**src/rtl/if_fetch.sv**
```systemverilog
// -----------------------------------------------------------------------------
// if_fetch
//   Instruction fetch unit. Owns the program counter, issues one single-beat
//   64-bit AXI read at a time, and presents each fetched 32-bit instruction
//   (with its PC and an error flag) to the if_id stage. Redirects retarget the
//   PC at any time; a response already in flight when a redirect arrives is
//   consumed and thrown away.
//
//   Handshakes: every channel uses strict valid/ready semantics. A transfer
//   happens on a rising edge where both valid and ready are high. A source
//   never drops valid or changes its payload until that transfer happens,
//   except if_inst_valid, which a redirect may withdraw.
//
// Ports
//   clk, rst             clock, asynchronous active-high reset
//   redirect_valid/_pc   branch/jump/trap redirect and its target
//   stall                blocks launching a new read request
//   if_pc, if_inst       buffered instruction and its PC
//   if_inst_valid/ready  handshake towards if_id
//   fetch_err            buffered instruction returned a non-OKAY response
//   axi_ar_*             AXI read address channel (size fixed at 8 bytes)
//   axi_r_*              AXI read data channel (single beat)
//   dbg_state            current FSM state (0 IDLE, 1 ADDR, 2 DATA, 3 HOLD)
// -----------------------------------------------------------------------------
module if_fetch #(
   parameter logic [63:0] RESET_PC = 64'h0000_0000_8000_0000
) (
   input  logic        clk,
   input  logic        rst,
   input  logic        redirect_valid,
   input  logic [63:0] redirect_pc,
   input  logic        stall,
   output logic [63:0] if_pc,
   output logic [31:0] if_inst,
   output logic        if_inst_valid,
   input  logic        if_inst_ready,
   output logic        fetch_err,
   output logic        axi_ar_valid,
   input  logic        axi_ar_ready,
   output logic [63:0] axi_ar_addr,
   output logic [2:0]  axi_ar_size,
   input  logic        axi_r_valid,
   output logic        axi_r_ready,
   input  logic [63:0] axi_r_data,
   input  logic [1:0]  axi_r_resp,
   output logic [1:0]  dbg_state
);

   typedef enum logic [1:0] {
      S_IDLE = 2'd0,
      S_ADDR = 2'd1,
      S_DATA = 2'd2,
      S_HOLD = 2'd3
   } state_t;

   state_t      state_q;
   logic [63:0] pc_q;
   logic [63:0] pc_d;
   logic [63:0] ar_addr_q;
   logic        drop_q;
   logic        ar_valid_q;
   logic        r_ready_q;
   logic [63:0] if_pc_q;
   logic [31:0] if_inst_q;
   logic        valid_q;
   logic        err_q;

   // Next fetch address: a redirect always wins over the sequential advance.
   always_comb begin
      pc_d = pc_q;
      if (redirect_valid) begin
         pc_d = redirect_pc;
      end else if (state_q == S_HOLD && if_inst_ready) begin
         pc_d = pc_q + 64'd4;
      end
   end

   always_ff @(posedge clk or posedge rst) begin
      if (rst) begin
         state_q    <= S_IDLE;
         pc_q       <= RESET_PC;
         ar_addr_q  <= 64'd0;
         drop_q     <= 1'b0;
         ar_valid_q <= 1'b0;
         r_ready_q  <= 1'b0;
         if_pc_q    <= 64'd0;
         if_inst_q  <= 32'd0;
         valid_q    <= 1'b0;
         err_q      <= 1'b0;
      end else begin
         pc_q <= pc_d;
         case (state_q)
            S_IDLE: begin
               if (!stall) begin
                  // A redirect arriving in IDLE is fetched directly, so the
                  // old sequential PC is never requested.
                  ar_addr_q  <= redirect_valid ? redirect_pc : pc_q;
                  ar_valid_q <= 1'b1;
                  state_q    <= S_ADDR;
               end
            end
            S_ADDR: begin
               // The address stays put until accepted; a redirect only marks
               // the eventual response as stale.
               if (redirect_valid) begin
                  drop_q <= 1'b1;
               end
               if (axi_ar_ready) begin
                  ar_valid_q <= 1'b0;
                  r_ready_q  <= 1'b1;
                  state_q    <= S_DATA;
               end
            end
            S_DATA: begin
               if (axi_r_valid) begin
                  r_ready_q <= 1'b0;
                  // A redirect on the same cycle as the beat counts as drop.
                  if (drop_q || redirect_valid) begin
                     drop_q  <= 1'b0;
                     state_q <= S_IDLE;
                  end else begin
                     if_inst_q <= ar_addr_q[2] ? axi_r_data[63:32] : axi_r_data[31:0];
                     if_pc_q   <= ar_addr_q;
                     err_q     <= (axi_r_resp != 2'b00);
                     valid_q   <= 1'b1;
                     state_q   <= S_HOLD;
                  end
               end else if (redirect_valid) begin
                  drop_q <= 1'b1;
               end
            end
            S_HOLD: begin
               if (redirect_valid || if_inst_ready) begin
                  valid_q <= 1'b0;
                  state_q <= S_IDLE;
               end
            end
            default: begin
               state_q <= S_IDLE;
            end
         endcase
      end
   end

   assign if_pc         = if_pc_q;
   assign if_inst       = if_inst_q;
   assign if_inst_valid = valid_q;
   assign fetch_err     = err_q;
   assign axi_ar_valid  = ar_valid_q;
   assign axi_ar_addr   = ar_addr_q;
   assign axi_ar_size   = 3'b011;
   assign axi_r_ready   = r_ready_q;
   assign dbg_state     = state_q;

endmodule

```
**config.mk**
```make
export PLATFORM = sky130hd
export DESIGN_NAME = if_fetch
export DESIGN_NICKNAME = d
export VERILOG_FILES = /design/src/rtl/if_fetch.sv
export SDC_FILE = /design/constraint.sdc
export NUM_CORES = 1
export LEC_CHECK = 0
export ABC_AREA = 1
export ABC_CLOCK_PERIOD_IN_PS = 8000
export CAP_MARGIN = 20
export CORE_MARGIN = 2
export CORE_UTILIZATION = 46
export CTS_BUF_LIST = sky130_fd_sc_hd__clkbuf_4
export DETAILED_ROUTE_END_ITERATION = 7
export PLACE_DENSITY_LB_ADDON = 0.2
export SYNTH_ARGS = -nofsm -noshare
export SYNTH_HDL_FRONTEND = slang
export SYNTH_SLANG_ARGS = --single-unit
export TNS_END_PERCENT = 50
```
**constraint.sdc**
```tcl
create_clock -name clk -period 8 [get_ports clk]
set_input_delay 1.6 -clock clk [delete_from_list [all_inputs] [get_ports clk]]
set_output_delay 1.6 -clock clk [all_outputs]
set_load 0.02 [all_outputs]
```
======== Word level (Yosys, flattened, before mapping) ========
Cells that the tools add are included.
word-level totals
  register bits after elaboration ......... 231
  latch bits .............................. 0
  bits in writable memories ............... 0
  bits in read-only memories .............. 0
  input bits .............................. 137
  output and inout port bits .............. 169
  logic and storage cells ................. 62
  memories ................................ 0
operators by class
  add/sub/neg operators ................... 1
  multiply operators ...................... 0
  divide/modulo/power cells ............... 0
  $lt $le $gt $ge ......................... 0
  equal/unequal tests ..................... 9
  shift-type cells ........................ 0
  multiplexer cells ....................... 24
  bitwise logic cells ..................... 2
  reductions and logical operators ........ 16
operators by type and width
  kind                     count
  $mux W64                 3
  $add A64 B3 Y64 const B  1
  $mux W32                 1
  $mux W1                  10
  $mux W2                  5
  $reduce_bool A2 Y1       5
  $reduce_and A3 Y1        3
  $ne A2 B2 Y1 const B     4
  $pmux W1 S2              4
  $pmux W2 S4              1
  $reduce_and A4 Y1        2
  $eq A2 B2 Y1 const B     2
  $reduce_and A2 Y1        2
  $ne A3 B3 Y1 const B     1
  $eq A2 B1 Y1 const B     1
  $logic_not A2 Y1         1
  $logic_or A1 B1 Y1       2
  $ne A2 B1 Y1 const B     1
  $not A1 Y1               2
  $logic_and A1 B1 Y1      1

======== Logic depth before layout (Yosys ltp) ========
  depth in word-level cells ............... 4
  gate-level depth with buffers ........... 11
  mapped depth without buffers ............ 11

======== Least setup slack after synthesis ========
No wires, ideal clock.
  path kind ............................... input-to-reg
  start ................................... input port redirect_valid
  end ..................................... register pc_q[37]
  library setup time ...................... 0.117 ns
  arrival ................................. 2.537 ns
  data required time ...................... 7.883 ns
  setup slack ............................. 5.347 ns
  cell stages on the path ................. 11
  cell sequence ........................... inv_1 > buf_4 > nand2_2 > nor2_2 > nand4_1 > nor2_1 > nand2_1 > nand2_1 > o21ai_1 > nand2_1 > nand2_1
on the way
  longest elaborated chain between the ends .. 1
RTL lines
  item                                                   line  RTL
  start: declaration                                     30    input logic redirect_valid,
  $mux W64 / $reduce_bool A2 Y1 (equally long branches)  -
  end signal: assignment                                 91    pc_q <= pc_d;
  end: declaration                                       57    logic [63:0] pc_q;
Several ways; a longest one is shown, not always the timed one.
A chain may end at the register's enable or synchronous reset.

======== Final worst setup path ========
  start ................................... input port axi_r_valid
  end ..................................... register if_pc_q[48] (netlist: if_pc[48])
on the way
  longest elaborated chain between the ends .. 1
RTL lines
  item                         line  RTL
  start: declaration           42    input logic axi_r_valid,
  $reduce_and A3 Y1 (no line)  -
  end signal: assignment       123   if_pc_q <= ar_addr_q;
  end: declaration             63    logic [63:0] if_pc_q;
Every way passes these cells.

==> run metrics <==
area of the mapped netlist=~0.012 mm²; Finish-stage setup viols=0; CTS sink cnt=roughly 230; Slew HR=0.288; clk root buf=clkbuf_4; post-cts gate resize count=0; Hold Crit Class=reg -> reg; area leader, netlist=dfrtp_1; final number of hold-violating endpoints=0; sequential share of the synthesized area=0.500; DIE AREA=between 0.02 and 0.03 mm²; Distinct cells, synth=37; Finished Layout Cells=~2200; crit path buf inv count=5; Final Max Slew Viols=0; type of the worst setup path=in -> reg; count leader, synth=nand2_1; DR pass1 iterations=5; I/O pins=306; initial core utilization=0.464; pin count of the biggest net entering global routing=100; CP Depth=8; gr ovfl total=0; Final GP Congestion=approximately 0.95; die height=about 160 µm; setup TNS=0 ns; register clock-pin slew on the reported worst setup and hold paths=0.06 ns; vias per cell=about 5.2; H-tree depth=2; Syn Inst Count=1529; Area growth syn-to-layout=33.9%; CTS buffer count=59; dpl ws=approximately 3.7 ns; final worst setup slack=4.41 ns; CP Data Arrival Time=4.12 ns; outcome=finished clean; Leak=around 7.1 nW; total of max-cap violations=0; DRT iter0 DRCs=between 900 and 1000; fin crit share=0.449; WL final=37.1 mm; core outline area=roughly 0.025 mm²; Avg Synthesized Cell Area=between 7 and 8 µm²; vias in the first global route=roughly 11000; Design Power=between 0.005 and 0.006 W; share of synthesized registers carrying an async set or reset=1.00; Period minus WS final=about 3.6 ns; Pwr Density=approximately 340 mW/mm²; sequence of cells on the critical path=clkdlybuf4s50_1 -> inv_1 -> nor2_4 -> buf_4 -> clkinv_2 -> buf_4 -> nand2_1 -> o21ai_1; most frequent cells after synthesis=569 x nand2_1, 230 x dfrtp_1, 151 x o21ai_0; WHS=~0.47 ns; Worst-Skew Late Latency=roughly 0.7 ns; unrepaired setup endpoints after global routing=false; Max rail drop VDD=around 180 µV; fmax=approximately 280 MHz; CTS tree=yes; Synth area leaders=dfrtp_1 50%, nand2_1 18%, o21ai_0 6.5%; gr usage total=0.278; dpl hpwl=27.2 mm; Layout fillers=2288; Slew @ Worst Pin=1.07 ns; Largest stage delay, worst path=0.62 ns; CP endpoint kind=flop; Data required, critical path=around 8.5 ns; first-pass GRT wire length=between 50 and 60 mm; Final Skew=0.0363 ns; CP most frequent cell=buf_4; synthesized flop and latch total=approximately 230; drt wl/cell=~17 µm; clock tree buffer depth=3; # hold bufs at CTS=0; reg2reg path depth=9; initial antenna violation count=3; DR DRC count=0; Post-synth EDFFs=0; Setup crit start kind=input pin; Port Buffers=around 300; Top Family by Delay on Critical Path=buffers and inverters; Yosys Warn Count=0; slowest CP cell=clkinv_2; antenna violation net count after detailed routing=0; setup bufs post-CTS=0; Rows=58; NumNets Final=between 1500 and 2000; Most used DFF post-synth=dfrtp_1; placed cell count=between 2000 and 2500; via count=roughly 12000; layout cell share with drive strength beyond 1=0.0773; hold path depth=2; Die Span X=between 150 and 200 µm; Synth top area share=0.498; critical path peak fanout=58
==> layout by cell type (no fill, tap or decap), drive strengths merged, types with 3 or more instances in the layout <==
master,instances
conb,3
clkbuf,88
o211ai,5
nand2,575
nand4,26
a22oi,4
inv,124
and2,3
o21ai,205
buf,13
a21oi,6
nor2,149
clkdlybuf4s50,301
nand3,66
nor3,4
dfrtp,230
mux2i,11
a31oi,39
clkinv,12
==> routing by layer <==
layer / GRT usage / wire length [µm] / up-vias
met5: 0 / 10 / -
met4: 0.109 / 1300 / 2
met3: 0.0563 / 2840 / 85
met2: 0.477 / 17900 / 444
met1: 0.347 / 15100 / 5409
li1: - / - / 5580
==> cell type report <==
type,count,area [µm²],share of cell area
clock inverter,14,53.8,0.00348
timing repair buffer,314,3120,0.202
inverter,122,467,0.0301
tap,330,413,0.0267
sequential,231,5780,0.373
antenna,2,5.00,0.000323
multi-input combinational,1106,4980,0.322
clock buffer,88,661,0.0427
==> where the power goes <==
part	internal (W)	total, W	switching (W)
Clock	0.000498	0.000979	0.000480
Combinational	0.00101	0.00230	0.00130
Sequential	0.00164	0.00200	0.000362
Total	0.00314	0.00528	0.00214
==> path summary, 6_finish.rpt <==
| check | endpoint | startpoint | slack, ns |
|---|---|---|---|
| min in group asynchronous | if_pc[12] | rst | 1.45 |
| worst max register to register | if_pc[48] | dbg_state[1] | 5.14 |
| worst max-delay path | if_pc[48] | axi_r_valid | 4.41 |
| worst min-delay path | if_pc[10] | if_pc[10] | 0.47 |
| worst min register to register | if_pc[10] | if_pc[10] | 0.47 |
| max in group asynchronous | pc_q[31] | rst | 5.20 |
==> per-stage QoR <==
step                 util  area, µm²
finish              0.622      15500
global route        0.622      15500
CTS                 0.621      15500
detailed placement  0.592      14700
global placement    0.592      14700
floorplan               -      11600
==> flip-flops by register name, indices dropped and copies added, names as in the netlist <==
signal         count
if_pc             64
dbg_state          2
axi_ar_valid       1
if_inst           32
if_inst_valid      1
pc_q              64
axi_r_ready        1
axi_ar_addr       64
fetch_err          1
drop_q             1
==> logic make-up (layout without fill, tap and decap cells) <==
group           after synthesis  in the layout  synth area share
buf+inv                     193            538            0.0694
simple gates                828            828             0.298
other cells                   2              5          0.000650
mux                          11             11           0.00953
fa+ha+maj                     1              1           0.00108
flops                       231            231             0.500
compound gates              263            263             0.121
==> tightest hold or removal path, cell delays in order, from the launching register on <==
cell and delay [ns]:
dfrtp_1 0.34, nand2_1 0.05, nand2_1 0.05
Power figures use the tool's default switching activity.
